File: config.mk
export PLATFORM = sky130hd
export DESIGN_NAME = tiny_rv_decode_q_flat
export DESIGN_NICKNAME = d
export VERILOG_FILES = /design/src/rtl/tiny_rv_decode_q_if.sv /design/src/rtl/tiny_rv_decode_q.sv /design/src/flat_wrapper.sv
export SDC_FILE = /design/constraint.sdc
export NUM_CORES = 1
export LEC_CHECK = 0
export BUFFER_PORTS_ARGS = -buffer_cell sky130_fd_sc_hd__buf_2
export CAP_MARGIN = 40
export CORE_MARGIN = 1.5
export CORE_UTILIZATION = 58
export CTS_CLUSTER_SIZE = 10
export DETAILED_ROUTE_END_ITERATION = 6
export PLACE_DENSITY = 0.94
export SLEW_MARGIN = 30
export SYNTH_ARGS = -nofsm -noshare
export SYNTH_HDL_FRONTEND = slang
export SYNTH_SLANG_ARGS = --single-unit
File: constraint.sdc
create_clock -name i_clk -period 19.2 [get_ports i_clk]
set_input_delay 3.84 -clock i_clk [delete_from_list [all_inputs] [get_ports i_clk]]
set_output_delay 3.84 -clock i_clk [all_outputs]
set_load 0.02 [all_outputs]
File: src/rtl/tiny_rv_decode_q_if.sv
// rtl/tiny_rv_decode_q_if.sv - fetch/decode handshake bundle for the decode queue
interface tiny_rv_decode_q_if #(
    parameter int XLEN  = 32,
    parameter int DEPTH = 2
);
    localparam int CW = $clog2(DEPTH) + 1;

    logic            i_flush;
    logic            i_fetch_valid;
    logic            o_fetch_ready;
    logic [XLEN-1:0] i_fetch_pc;
    logic [31:0]     i_fetch_inst;
    logic            o_dec_valid;
    logic            i_dec_ready;
    logic [XLEN-1:0] o_dec_pc;
    logic [31:0]     o_dec_inst;
    logic [XLEN-1:0] o_dec_imm;
    logic [6:0]      o_dec_opcode;
    logic [2:0]      o_dec_funct3;
    logic [6:0]      o_dec_funct7;
    logic [4:0]      o_dec_rs1;
    logic [4:0]      o_dec_rs2;
    logic [4:0]      o_dec_rd;
    logic            o_dec_illegal;
    logic [CW-1:0]   o_count;

    modport master (
        output i_flush, i_fetch_valid, i_fetch_pc, i_fetch_inst, i_dec_ready,
        input  o_fetch_ready, o_dec_valid, o_dec_pc, o_dec_inst, o_dec_imm,
               o_dec_opcode, o_dec_funct3, o_dec_funct7, o_dec_rs1, o_dec_rs2,
               o_dec_rd, o_dec_illegal, o_count
    );

    modport slave (
        input  i_flush, i_fetch_valid, i_fetch_pc, i_fetch_inst, i_dec_ready,
        output o_fetch_ready, o_dec_valid, o_dec_pc, o_dec_inst, o_dec_imm,
               o_dec_opcode, o_dec_funct3, o_dec_funct7, o_dec_rs1, o_dec_rs2,
               o_dec_rd, o_dec_illegal, o_count
    );
endinterface

File: src/rtl/tiny_rv_decode_q.sv
// rtl/tiny_rv_decode_q.sv - RV base instruction pre-decoder with a small in-order queue
module tiny_rv_decode_q #(
    parameter int XLEN  = 32,
    parameter int DEPTH = 2
) (
    input  logic               i_clk,
    input  logic               i_reset,
    tiny_rv_decode_q_if.slave  bus
);
    localparam int AW = $clog2(DEPTH);
    localparam int CW = AW + 1;
    localparam logic [CW-1:0] FULL_CNT = CW'(DEPTH);

    typedef struct packed {
        logic [XLEN-1:0] pc;
        logic [31:0]     inst;
        logic [XLEN-1:0] imm;
        logic [4:0]      rd;
        logic            ill;
    } entry_t;

    entry_t        mem_q [DEPTH];
    logic [AW-1:0] wr_ptr_q, wr_ptr_d;
    logic [AW-1:0] rd_ptr_q, rd_ptr_d;
    logic [CW-1:0] count_q, count_d;

    logic               full, empty, fetch_ready, push, pop;
    logic               legal, no_rd;
    logic [6:0]         opc;
    logic signed [31:0] imm32;
    entry_t             new_e, head;

    // Decode happens on the way in so the queue holds ready-to-use fields.
    always_comb begin
        opc   = bus.i_fetch_inst[6:0];
        imm32 = '0;
        legal = 1'b1;
        no_rd = 1'b0;
        unique case (opc)
            7'b0110111, 7'b0010111:
                imm32 = {bus.i_fetch_inst[31:12], 12'b0};
            7'b1101111:
                imm32 = {{11{bus.i_fetch_inst[31]}}, bus.i_fetch_inst[31],
                         bus.i_fetch_inst[19:12], bus.i_fetch_inst[20],
                         bus.i_fetch_inst[30:21], 1'b0};
            7'b1100011: begin
                imm32 = {{19{bus.i_fetch_inst[31]}}, bus.i_fetch_inst[31],
                         bus.i_fetch_inst[7], bus.i_fetch_inst[30:25],
                         bus.i_fetch_inst[11:8], 1'b0};
                no_rd = 1'b1;
            end
            7'b0100011: begin
                imm32 = {{20{bus.i_fetch_inst[31]}}, bus.i_fetch_inst[31:25],
                         bus.i_fetch_inst[11:7]};
                no_rd = 1'b1;
            end
            7'b0010011, 7'b0000011, 7'b1100111, 7'b1110011:
                imm32 = {{20{bus.i_fetch_inst[31]}}, bus.i_fetch_inst[31:20]};
            7'b0110011, 7'b0001111:
                imm32 = '0;
            default:
                legal = 1'b0;
        endcase
        if (bus.i_fetch_inst[1:0] != 2'b11) begin
            legal = 1'b0;
        end
        new_e.pc   = bus.i_fetch_pc;
        new_e.inst = bus.i_fetch_inst;
        new_e.imm  = legal ? XLEN'(imm32) : '0;
        new_e.rd   = (legal && !no_rd) ? bus.i_fetch_inst[11:7] : 5'd0;
        new_e.ill  = !legal;
    end

    always_comb begin
        full        = (count_q == FULL_CNT);
        empty       = (count_q == '0);
        fetch_ready = !full && !i_reset;
        push        = bus.i_fetch_valid && fetch_ready;
        pop         = !empty && bus.i_dec_ready;
        wr_ptr_d    = wr_ptr_q;
        rd_ptr_d    = rd_ptr_q;
        count_d     = count_q;
        if (bus.i_flush) begin
            wr_ptr_d = '0;
            rd_ptr_d = '0;
            count_d  = '0;
        end else begin
            if (push) wr_ptr_d = wr_ptr_q + 1'b1;
            if (pop)  rd_ptr_d = rd_ptr_q + 1'b1;
            unique case ({push, pop})
                2'b10:   count_d = count_q + 1'b1;
                2'b01:   count_d = count_q - 1'b1;
                default: count_d = count_q;
            endcase
        end
    end

    always_ff @(posedge i_clk or posedge i_reset) begin
        if (i_reset) begin
            wr_ptr_q <= '0;
            rd_ptr_q <= '0;
            count_q  <= '0;
        end else begin
            wr_ptr_q <= wr_ptr_d;
            rd_ptr_q <= rd_ptr_d;
            count_q  <= count_d;
        end
    end

    // Storage needs no reset: an empty queue masks every data output.
    always_ff @(posedge i_clk) begin
        if (push && !bus.i_flush) begin
            mem_q[wr_ptr_q] <= new_e;
        end
    end

    always_comb begin
        head = empty ? '0 : mem_q[rd_ptr_q];
    end

    assign bus.o_fetch_ready = fetch_ready;
    assign bus.o_dec_valid   = !empty;
    assign bus.o_count       = count_q;
    assign bus.o_dec_pc      = head.pc;
    assign bus.o_dec_inst    = head.inst;
    assign bus.o_dec_imm     = head.imm;
    assign bus.o_dec_opcode  = head.inst[6:0];
    assign bus.o_dec_funct3  = head.inst[14:12];
    assign bus.o_dec_funct7  = head.inst[31:25];
    assign bus.o_dec_rs1     = head.inst[19:15];
    assign bus.o_dec_rs2     = head.inst[24:20];
    assign bus.o_dec_rd      = head.rd;
    assign bus.o_dec_illegal = head.ill;
endmodule
File: src/flat_wrapper.sv
// flat-port wrapper written by rule: the top's interface ports become plain ports
module tiny_rv_decode_q_flat 
#(
    parameter int XLEN  = 32,
    parameter int DEPTH = 2
)
  (i_clk, i_reset, bus_i_flush, bus_i_fetch_valid, bus_i_fetch_pc, bus_i_fetch_inst, bus_i_dec_ready, bus_o_fetch_ready, bus_o_dec_valid, bus_o_dec_pc, bus_o_dec_inst, bus_o_dec_imm, bus_o_dec_opcode, bus_o_dec_funct3, bus_o_dec_funct7, bus_o_dec_rs1, bus_o_dec_rs2, bus_o_dec_rd, bus_o_dec_illegal, bus_o_count);
  tiny_rv_decode_q_if #(.XLEN(XLEN), .DEPTH(DEPTH)) bus_i ();
  input  logic i_clk;
  input  logic i_reset;
  input wire logic [$bits(bus_i.i_flush)-1:0] bus_i_flush;
  input wire logic [$bits(bus_i.i_fetch_valid)-1:0] bus_i_fetch_valid;
  input wire logic [$bits(bus_i.i_fetch_pc)-1:0] bus_i_fetch_pc;
  input wire logic [$bits(bus_i.i_fetch_inst)-1:0] bus_i_fetch_inst;
  input wire logic [$bits(bus_i.i_dec_ready)-1:0] bus_i_dec_ready;
  output wire logic [$bits(bus_i.o_fetch_ready)-1:0] bus_o_fetch_ready;
  output wire logic [$bits(bus_i.o_dec_valid)-1:0] bus_o_dec_valid;
  output wire logic [$bits(bus_i.o_dec_pc)-1:0] bus_o_dec_pc;
  output wire logic [$bits(bus_i.o_dec_inst)-1:0] bus_o_dec_inst;
  output wire logic [$bits(bus_i.o_dec_imm)-1:0] bus_o_dec_imm;
  output wire logic [$bits(bus_i.o_dec_opcode)-1:0] bus_o_dec_opcode;
  output wire logic [$bits(bus_i.o_dec_funct3)-1:0] bus_o_dec_funct3;
  output wire logic [$bits(bus_i.o_dec_funct7)-1:0] bus_o_dec_funct7;
  output wire logic [$bits(bus_i.o_dec_rs1)-1:0] bus_o_dec_rs1;
  output wire logic [$bits(bus_i.o_dec_rs2)-1:0] bus_o_dec_rs2;
  output wire logic [$bits(bus_i.o_dec_rd)-1:0] bus_o_dec_rd;
  output wire logic [$bits(bus_i.o_dec_illegal)-1:0] bus_o_dec_illegal;
  output wire logic [$bits(bus_i.o_count)-1:0] bus_o_count;
  assign bus_i.i_flush = bus_i_flush;
  assign bus_i.i_fetch_valid = bus_i_fetch_valid;
  assign bus_i.i_fetch_pc = bus_i_fetch_pc;
  assign bus_i.i_fetch_inst = bus_i_fetch_inst;
  assign bus_i.i_dec_ready = bus_i_dec_ready;
  assign bus_o_fetch_ready = bus_i.o_fetch_ready;
  assign bus_o_dec_valid = bus_i.o_dec_valid;
  assign bus_o_dec_pc = bus_i.o_dec_pc;
  assign bus_o_dec_inst = bus_i.o_dec_inst;
  assign bus_o_dec_imm = bus_i.o_dec_imm;
  assign bus_o_dec_opcode = bus_i.o_dec_opcode;
  assign bus_o_dec_funct3 = bus_i.o_dec_funct3;
  assign bus_o_dec_funct7 = bus_i.o_dec_funct7;
  assign bus_o_dec_rs1 = bus_i.o_dec_rs1;
  assign bus_o_dec_rs2 = bus_i.o_dec_rs2;
  assign bus_o_dec_rd = bus_i.o_dec_rd;
  assign bus_o_dec_illegal = bus_i.o_dec_illegal;
  assign bus_o_count = bus_i.o_count;
  tiny_rv_decode_q #(.XLEN(XLEN), .DEPTH(DEPTH)) u_core (.i_clk(i_clk), .i_reset(i_reset), .bus(bus_i));
endmodule
==> impl_metrics.py <==
metrics = {
    "timing": {
        "finalHoldViolations": 0,
        "clock-skew-final_ns": 0.02046,
        "final_max_slew_viols": 0,
        "final.min_clock_period_ns": 8.208,
        "timing.slew.headroom": 0.4518,
        "fin_ws_ns": 10.99,
        "fin_crit_sh": 0.4275,
        "fin_hold_ws_ns": 0.6605,
        "fmax_ghz": 0.1218,
        "worst_slew_pin_slew_ns": 0.8223,
        "unrepaired_setup_endpoints_after_global_routing": "false",
        "finalSetupViolCount": 0,
        "final.setup.tns_ns": 0,
    },
    "floorplan": {
        "starting_density": 0.5987,
        "die_height_um": 126.2,
        "die-width_um": 126.2,
        "design.core.area_um2": 14700,
        "placement_rows": 44,
        "floorplan.io_pins": 202,
        "die_area_um2": 15920,
    },
    "clock_tree": {
        "cts-hold-fix-buffers": 0,
        "cts_root_buffer": "clkbuf_16",
        "clock_latency_ns": 0.50,
        "cts_setup_buffers": 0,
        "clkTransAtPathRegs_ns": 0.05,
        "h-tree-depth": 1,
        "cts_resized": 0,
        "cts_buffers": 24,
        "tritoncts": "yes",
        "clkSinkCount": 208,
        "cts_buffer_depth": 3,
    },
    "routing": {
        "drt-vias-per-instance": 5.589,
        "route.vias.total": 5326,
        "drt_pre_antenna_iters": 5,
        "drt.antenna.violating_nets": 0,
        "routed_wirelength_um": 17410,
        "final_routed_wire_length_divided_by_cell_count_um": 18.27,
        "drc": 0,
        "detailedRoute.firstIterationViolations": 355,
    },
    "power": {
        "power.leakage_nw": 4.202,
        "powerDensity_nw_per_um2": 96.03,
        "ir_worst_vdd_mv": 0.08320,
    },
    "cells_and_area": {
        "final_nets": 828,
        "antenna_diodes": 0,
        "drive_gt1_frac": 0.3290,
        "multi_input_comb_area_um2": 2166,
        "area.sequential_um2": 6230,
        "utilization": 0.7120,
        "fillerInstances": 957,
        "areaGrowthSynthToFinish_pct": 18.92,
    },
    "flow_run": {
        "max_cap_viol_count": 0,
    },
    "place": {
        "post-place-ws_ns": 11.00,
        "finalWeightedCongestion": 0.8021,
        "detailed_place_hpwl_um": 10750,
        "io_buffers": 201,
    },
    "synthesis": {
        "multiplexer_fraction_of_the_synthesized_cell_area": 0.1172,
        "post_synth_top_flop": "edfxtp_1",
        "yosys.area_share.simple": 0.08233,
        "synth-compound-area-share": 0.04166,
        "synth_xor_area_frac": 0.001991,
        "syn_area_um2": 8800,
        "syn_inst": 581,
        "mapped_avg_cell_area_um2": 15.15,
        "warning_count_from_the_yosys_run": 0,
        "adder_cell_share_of_the_synthesized_area": 0,
        "number_of_synthesized_register_bits": 208,
        "synth_seq_area_share": 0.7075,
        "synth_edf_count": 204,
        "post-synth-top-area-cell": "edfxtp_1",
        "yosys.cell_types.count": 48,
        "synthDominantCellAreaShare": 0.6961,
        "netlist_top_cells_area": "edfxtp_1, mux2i_1, nor2_1, buf_4, a21o_1",
        "synth_top_family_by_area": "multiplexers",
        "syn-num-nets": 650,
        "postSynth.asyncResetShare": 0.01923,
    },
    "global_route": {
        "grt_pass1_vias": 5260,
        "top_usage_layer": "met2",
        "grt.met2_usage": 0.3791,
        "globalRoute.totalOverflow": 0,
        "largest_net_degree_at_the_start_of_global_routing": 104,
        "gr_util_all_layers": 0.2144,
        "grt_antenna_before_repair": 1,
        "use_met1": 0.2579,
        "grt_first_pass_wirelength_um": 26700,
        "global_route.usage.met3": 0.06075,
    },
    "setup_path": {
        "crit_path_end_kind": "primary output",
        "path_max_fanout": 3,
        "worst_ep_required_time_ns": 15.36,
        "worstPathArrival_ns": 4.37,
        "regToRegSetupSlack_ns": 16.47,
        "critical_path_type": "input pin to primary output",
        "worstSetupStartpointType": "input pin",
    },
    "hold_path": {
        "hold_path_class": "flop to flop",
    },
    "outcome": {
        "outcome": "finished clean",
    },
}
[placed cells by master (no fill, tap or decap), drive strengths merged, types with 2 or more instances in the layout]
| cell type | count |
|---|---|
| clkbuf | 36 |
| mux2i | 103 |
| nor3 | 3 |
| nor2b | 10 |
| buf | 211 |
| inv | 6 |
| a21o | 20 |
| nand2 | 6 |
| and3 | 9 |
| a21oi | 6 |
| nand2b | 4 |
| nor3b | 2 |
| dfrtp | 4 |
| nand4b | 2 |
| xor2 | 2 |
| edfxtp | 204 |
| a31oi | 2 |
| o211ai | 3 |
| o21ai | 7 |
| and2 | 3 |
| nor2 | 109 |
| a22o | 4 |
[report_power, final]
part           switching [W]  internal, W  leakage (nW)
Combinational      0.0000656    0.0000356          1.93
Clock               0.000156     0.000235         0.321
Sequential        0.00000406     0.000508          1.95
[flip-flops by register name, indices dropped and copies added (netlist names)]
register	cells
u_core.rd_ptr_q	1
u_core.mem_q	204
u_core.bus.o_count	2
u_core.wr_ptr_q	1
[routing by layer]
metal,vias up,part of all wire
met1,2568,0.39
met4,2,0.024
li1,2476,-
met5,-,0.00040
met2,242,0.50
met3,38,0.081
[worst paths after layout]
check,from,end,cells after the start
max,i_reset,bus_o_fetch_ready,3
min,u_core.wr_ptr_q,u_core.wr_ptr_q,2
max reg2reg,u_core.bus.o_count[1],u_core.mem_q[0][73],6
min reg2reg,u_core.wr_ptr_q,u_core.wr_ptr_q,2
max in group asynchronous,i_reset,u_core.rd_ptr_q,2
min in group asynchronous,i_reset,u_core.rd_ptr_q,2
[critical path, stage by stage]
cell	delay (ns)
buf_2	0.11
nor2_1	0.20
buf_2	0.21
[stage by stage]
step	cells	power, W	cell area [um2]
floorplan	581	0.0005923	8800
detailed placement	913	0.0006216	9723
CTS	949	0.001012	10390
global placement	912	0.0006178	9692
global route	953	0.001038	10470
finish	953	0.001005	10470
[area by class of cell]
class / instances / area share
Inverter: 6 / 0.002152
Multi-Input combinational cell: 308 / 0.2070
Sequential cell: 208 / 0.5953
Clock buffer: 36 / 0.06373
Timing Repair Buffer: 211 / 0.1099
Tap cell: 184 / 0.02200
[cells in the mapped netlist (2+ instances only)]
cell type and number:
nor2_1 107, a21oi_1 4, nand2_1 6, xor2_1 2, buf_2 14, nor3b_1 2
dfrtp_1 4, inv_1 5, mux2i_1 103, o211ai_1 2, o21ai_1 4, clkbuf_1 3
a21oi_2 2, nor2b_1 9, nor2_2 2, buf_6 4, a22o_1 4, and3_1 9
buf_4 38, edfxtp_1 204, and2_1 2, a21o_1 20, nor3_1 2, o21ai_0 3
nand2b_1 3
[cells by family after synthesis]
group / Yosys count
mux: 103
simple gates: 155
compound gates: 48
flops: 208
xor+xnor: 2
buf+inv: 65
(Power assumes the default switching activity.)
